**config.mk**
```make
export PLATFORM = sky130hd
export DESIGN_NAME = instr_trace_monitor
export DESIGN_NICKNAME = d
export VERILOG_FILES = /design/src/rtl/trace_pkg.sv /design/src/rtl/trace_fifo.sv /design/src/rtl/instr_trace_monitor.sv
export SDC_FILE = /design/constraint.sdc
export NUM_CORES = 1
export LEC_CHECK = 0
export BUFFER_PORTS_ARGS = -buffer_cell sky130_fd_sc_hd__buf_2
export CAP_MARGIN = 5
export CORE_MARGIN = 2
export CORE_UTILIZATION = 56
export CTS_CLUSTER_DIAMETER = 80
export CTS_CLUSTER_SIZE = 25
export DETAILED_ROUTE_END_ITERATION = 10
export PLACE_DENSITY = 0.72
export SLEW_MARGIN = 20
export SYNTH_ARGS = -nofsm -noshare
export SYNTH_HDL_FRONTEND = slang
export SYNTH_SLANG_ARGS = --single-unit
export TNS_END_PERCENT = 5
```
**constraint.sdc**
```tcl
create_clock -name CLK -period 7.36 [get_ports CLK]
set_input_delay 0.368 -clock CLK [delete_from_list [all_inputs] [get_ports CLK]]
set_output_delay 0.368 -clock CLK [all_outputs]
set_load 0.02 [all_outputs]
```
**src/rtl/trace_pkg.sv**
```systemverilog
// Shared types and helpers for the instruction trace monitor.
package trace_pkg;

    typedef enum logic [1:0] {
        ST_IDLE    = 2'd0,
        ST_RUN     = 2'd1,
        ST_HALTED  = 2'd2,
        ST_TIMEOUT = 2'd3
    } state_t;

    localparam logic [31:0] DEFAULT_HALT_WORD = 32'h0000_000C;

    function automatic int entry_w(input int tsw, input int iw);
        return tsw + iw;
    endfunction

endpackage

```
**src/rtl/trace_fifo.sv**
```systemverilog
// Circular trace buffer with FWFT head, occupancy count and wrap/drop overflow policy.
module trace_fifo #(
    parameter int DEPTH = 16,
    parameter int W     = 48
) (
    input  logic                       clk,
    input  logic                       rst_n,
    input  logic                       clear,
    input  logic                       wrap,
    input  logic                       push,
    input  logic [W-1:0]               din,
    input  logic                       pop,
    output logic [W-1:0]               dout,
    output logic                       empty,
    output logic [$clog2(DEPTH+1)-1:0] count,
    output logic                       overflow
);

    localparam int PW = $clog2(DEPTH);
    localparam int CW = $clog2(DEPTH+1);

    logic [W-1:0]  mem [DEPTH];
    logic [PW-1:0] wr_ptr;
    logic [PW-1:0] rd_ptr;
    logic          full;
    logic          do_pop;
    logic          wr_ok;
    logic          overwrite;
    logic          grow;

    assign empty  = (count == '0);
    assign full   = (count == CW'(DEPTH));
    assign do_pop = pop && !empty && !clear;

    // A same-cycle pop frees a slot, so a full buffer only overflows without one.
    assign wr_ok     = push && !clear && (!full || do_pop || wrap);
    assign overwrite = push && !clear && full && !do_pop && wrap;
    assign grow      = wr_ok && !overwrite;

    assign dout = empty ? '0 : mem[rd_ptr];

    always_ff @(posedge clk) begin
        if (wr_ok) begin
            mem[wr_ptr] <= din;
        end
    end

    always_ff @(posedge clk or negedge rst_n) begin
        if (!rst_n) begin
            wr_ptr   <= '0;
            rd_ptr   <= '0;
            count    <= '0;
            overflow <= 1'b0;
        end else if (clear) begin
            wr_ptr   <= '0;
            rd_ptr   <= '0;
            count    <= '0;
            overflow <= 1'b0;
        end else begin
            if (wr_ok) begin
                wr_ptr <= wr_ptr + 1'b1;
            end
            if (do_pop || overwrite) begin
                rd_ptr <= rd_ptr + 1'b1;
            end
            if (grow && !do_pop) begin
                count <= count + 1'b1;
            end else if (!grow && do_pop) begin
                count <= count - 1'b1;
            end
            if (push && full && !do_pop) begin
                overflow <= 1'b1;
            end
        end
    end

endmodule

```
**src/rtl/instr_trace_monitor.sv**
```systemverilog
// Run-control FSM, cycle counter and halt/timeout detection that feeds a timestamped trace buffer.
module instr_trace_monitor
    import trace_pkg::*;
#(
    parameter int              IW           = 32,
    parameter int              DEPTH        = 16,
    parameter int              TSW          = 16,
    parameter int              HALT_CYCLES  = 8,
    parameter int              TIMEOUT      = 400,
    parameter logic [IW-1:0]   HALT_WORD    = IW'(DEFAULT_HALT_WORD),
    parameter bit              HALT_WORD_EN = 1'b1
) (
    input  logic                       CLK,
    input  logic                       reset,
    input  logic                       enable,
    input  logic                       clear,
    input  logic                       log_all,
    input  logic                       wrap,
    input  logic [IW-1:0]              instr_in,
    input  logic                       rd_en,
    output logic [TSW+IW-1:0]          rd_data,
    output logic                       rd_empty,
    output logic [$clog2(DEPTH+1)-1:0] count,
    output logic                       running,
    output logic                       halted,
    output logic                       timed_out,
    output logic                       overflow,
    output logic                       led,
    output state_t                     fsm_state
);

    localparam int ENTRY_W = entry_w(TSW, IW);
    localparam int SW      = $clog2(HALT_CYCLES);

    state_t          state;
    state_t          nxt;
    logic [TSW-1:0]  cyc;
    logic [SW-1:0]   stable;
    logic [IW-1:0]   last_instr;
    logic            in_run;
    logic            first;
    logic            same;
    logic            halt_hit;
    logic            timeout_hit;
    logic            wr_en;
    logic [ENTRY_W-1:0] entry;

    assign fsm_state = state;
    assign in_run    = (state == ST_RUN);
    // cyc is zeroed on entry to RUN, so zero marks the first sample of a run.
    assign first     = (cyc == '0);
    assign same      = !first && (instr_in == last_instr);

    assign halt_hit    = in_run && ((same && (stable == SW'(HALT_CYCLES-1))) ||
                                    (HALT_WORD_EN && (instr_in == HALT_WORD)));
    assign timeout_hit = in_run && (cyc == TSW'(TIMEOUT-1));

    assign wr_en = in_run && (first || log_all || (instr_in != last_instr));
    assign entry = {cyc, instr_in};

    always_comb begin
        nxt = state;
        case (state)
            ST_IDLE:    if (enable) nxt = ST_RUN;
            ST_RUN: begin
                if (halt_hit) begin
                    nxt = ST_HALTED;
                end else if (timeout_hit) begin
                    nxt = ST_TIMEOUT;
                end
            end
            default:    nxt = state;
        endcase
        if (clear) begin
            nxt = ST_IDLE;
        end
    end

    always_ff @(posedge CLK or negedge reset) begin
        if (!reset) begin
            state      <= ST_IDLE;
            cyc        <= '0;
            stable     <= '0;
            last_instr <= '0;
            running    <= 1'b0;
            halted     <= 1'b0;
            timed_out  <= 1'b0;
            led        <= 1'b0;
        end else begin
            state     <= nxt;
            running   <= (nxt == ST_RUN);
            halted    <= (nxt == ST_HALTED);
            timed_out <= (nxt == ST_TIMEOUT);
            led       <= (nxt == ST_HALTED) || (nxt == ST_TIMEOUT);
            if (state == ST_IDLE && nxt == ST_RUN) begin
                cyc    <= '0;
                stable <= '0;
            end else if (in_run) begin
                cyc        <= cyc + 1'b1;
                stable     <= same ? stable + 1'b1 : '0;
                last_instr <= instr_in;
            end
        end
    end

    trace_fifo #(
        .DEPTH (DEPTH),
        .W     (ENTRY_W)
    ) u_fifo (
        .clk      (CLK),
        .rst_n    (reset),
        .clear    (clear),
        .wrap     (wrap),
        .push     (wr_en),
        .din      (entry),
        .pop      (rd_en),
        .dout     (rd_data),
        .empty    (rd_empty),
        .count    (count),
        .overflow (overflow)
    );

endmodule

```
==> impl_metrics.ini <==
[outcome]
status = complete, no violations

[flow_run]
drv_cap = 0

[synth]
synthFlopType = edfxtp_1
yosys.area.top_type = edfxtp_1
synth_cells = 1817
ys_ff_latch = 839
synth_cell_types = 56
yosysSeqAreaShare_pct = 74.99
synth_area_per_cell_um2 = 18.23
async_flop_share_pct = 8.462
synth-warning-count = 0
synth_nets = 1870
synth_top_area_share_pct = 69.63
netlist_area_um2 = 33120
synth-edff-count = 768
synthTopCellsByArea = edfxtp_1 70%, mux4_2 6.5%, mux2i_1 6.0%

[final_layout]
nFillCells = 4202
final_cell_mix = 768 x edfxtp_1, 198 x mux2i_1, 168 x nand2_1
diodes = 0
fin_nets = 1949
final_cells = 2692
synthToLayoutAreaGrowth_pct = 7.899
final_area_um2 = 35740
multiInputGateArea_um2 = 7934
regArea_um2 = 24850
final_common_cell = edfxtp_1
layout-drive-gt1-share_pct = 16.41

[worst_setup_path]
crit-reg2reg-launch = cyc[1]
worstSetupPathDepth = 6
cp_top_family = compound AO/OA/AOI/OAI gates
critPathMaxStageDelay_ns = 1.03
crit_chain = nand2_4 > buf_4 > o221ai_1 > o22ai_1 > a211oi_1 > buf_2
critPathKind = reg -> out
endpoint = rd_data[35]
crit_fanout = 66
critPathLaunchType = register
worstPathRequired_ns = 6.99
reg2reg_depth = 9
arrival_ns = 4.17
critPathLaunch = u_fifo.rd_ptr[1]
rrSetupSlack_ns = 3.20
critical_path_buf_inv_count = 2
worstSetupEndpointType = output port
critPathSlowestCell = dfrtp_4
r2r-end = u_fifo.mem[15][27]

[sta]
finalClockSkew_ns = 0.04017
slew_headroom_pct = 30.81
worst_pin_slew_ns = 1.038
clock.fmax_mhz = 220.2
rsz0062_at_grt = false
finalHoldViolCount = 0
finalCritPeriodShare_pct = 61.69
min_period_ns = 4.540
timing.hold.ws_ns = 0.1447
slew_viol_final = 0
setup-violations-final = 0

[pwr]
ir_drop_mv = 0.2274
power_density_nw_per_um2 = 270.4
combPwrFrac_pct = 18.8
p_int_mw = 7.061
switching_share_pct = 26.92
clockPowerShare_pct = 25.5
pwr-share-seq_pct = 55.7
p_leak_nw = 11.42
p_sw_mw = 2.601

[clocking]
clk_latency_ns = 0.61
cts_sinks = 839
cts_setup_buffers = 0
cts_tree = built
post_cts_resized = 0
cts_buffer_depth = 3
htreeDepth = 2
hold_buffers = 1
clkSlewWorstSetupHoldPaths_ns = 0.10
root_buffer = clkbuf_16
numCtsBuffers = 40

[drt]
dr.first_iter.drc_count = 1821
dr.pass1.iters = 5
num_vias = 17470
drt-vias-per-instance = 6.491
ant_nets = 0
remaining_drc_errors = 0
routed_wl_um = 73250
avgRoutedWirePerCell_um = 27.21

[grt]
antenna_found_initial = 0
grt_pass1_wl_um = 108500
grt_overflow = 0
grt_pass1_vias = 17090
grt_use_total_pct = 24.21
grt_max_degree = 122

[placed_design]
portBuffers = 99
placed_cells = 2626
dp_hpwl_um = 39230
dpl_cell_area_um2 = 34580
gp_congestion = 0.8046

[die]
die_h_um = 247.2
core_area_um2 = 58800
num_rows = 89
dieArea_um2 = 61110
start_util_pct = 56.34
die_w_um = 247.2
io_pins = 100

[worst_hold_path]
min_from = instr_in[8]
hp-class = in -> reg
[layer usage]
metal	up-vias	track usage, %	wire, um
met1	9160	35.61	30690
met3	88	3.679	5677
met4	0	5.284	1296
met5	-	0	0
li1	7500	-	-
met2	725	38.93	35580
[flip-flops by register name, indices dropped and copies added (netlist names)]
signal and count:
timed_out 1, halted 1, fsm_state 2, u_fifo.overflow 1, stable 3, last_instr 32, u_fifo.count 5, u_fifo.mem 768
led 1, u_fifo.wr_ptr 4, u_fifo.rd_ptr 4, cyc 16, running 1
[synth_stat cells (2+ instances only)]
cell type  number
nor4_1         21
dfrtp_1        71
nand2_1       169
nor3b_1         4
xor2_1         37
o31ai_1         5
a211oi_1       50
and2_1          9
clkbuf_1       57
inv_1          10
a21o_1          2
a21oi_1         6
mux4_2         96
a41oi_1         2
or4_1           2
mux2i_1       198
nand3_1         9
or3_1           6
nand2b_1        4
o21ai_0        15
nor3_1          5
o22ai_1        48
xnor2_1         4
o221ai_1       96
nand4_1         6
o21ba_2         3
nor2_1         25
buf_1          29
ha_1           13
edfxtp_1      768
buf_2          14
and3_1          5
nor4b_1         4
a31oi_1         2
[logic make-up (layout without fill, tap and decap cells)]
group	after synthesis	in the layout	share of synthesized area, %
buffers and inverters	111	213	1.333
flip-flops	839	839	74.99
multiplexers	295	295	12.56
adder cells (fa/ha/maj)	14	14	0.5515
AND/OR/NAND/NOR	276	276	3.838
XOR/XNOR	41	41	1.084
AO/OA/AOI/OAI	241	241	5.647
[area by class of cell]
cell class / instances / area share, %
Clock inverter: 4 / 0.1260
Tap cell: 773 / 2.706
Sequential cell: 839 / 69.53
Clock buffer: 61 / 3.081
Inverter: 10 / 0.1050
Multi-Input combinational cell: 867 / 22.20
Timing Repair Buffer: 138 / 2.255
[metrics by stage]
step	setup WS, ns	utilization, %	power [mW]	TNS (ns)
5_1_grt	2.684	60.78	10.01	0
4_1_cts	2.799	60.77	9.735	0
2_1_floorplan	-0.1797	-	6.744	-34.50
3_5_place_dp	3.252	58.81	7.317	0
3_3_place_gp	3.377	58.81	7.289	0
6_report	2.820	60.78	9.662	0
[power by group through the flow]
stage	Clock [mW]	Sequential [mW]	Combinational, mW
floorplan	0	5.44	1.30
CTS	2.52	5.38	1.83
global route	2.66	5.40	1.94
detailed placement	0	5.49	1.82
global placement	0	5.48	1.80
finish	2.46	5.39	1.81
[worst register-to-register path, cell delays in order (launching register included)]
cell and delay [ns]:
dfrtp_1 0.58, inv_1 0.19, ha_1 0.17, or4b_4 0.47, nor3_4 0.23, o41ai_4 0.20
a311oi_2 0.49, and3_1 0.26, and2_2 0.49, buf_4 0.63
[worst min-delay path by stage]
stage               cells past startpoint        endpoint  slack (ns)
floorplan                               0          cyc[0]        0.07
global placement                        2   last_instr[7]        0.48
detailed placement                      2  last_instr[23]        0.49
CTS                                     3  last_instr[15]        0.11
global route                            3  last_instr[15]        0.15
finish                                  3   last_instr[8]        0.14
Note: power is estimated with default switching activity, not from simulation.
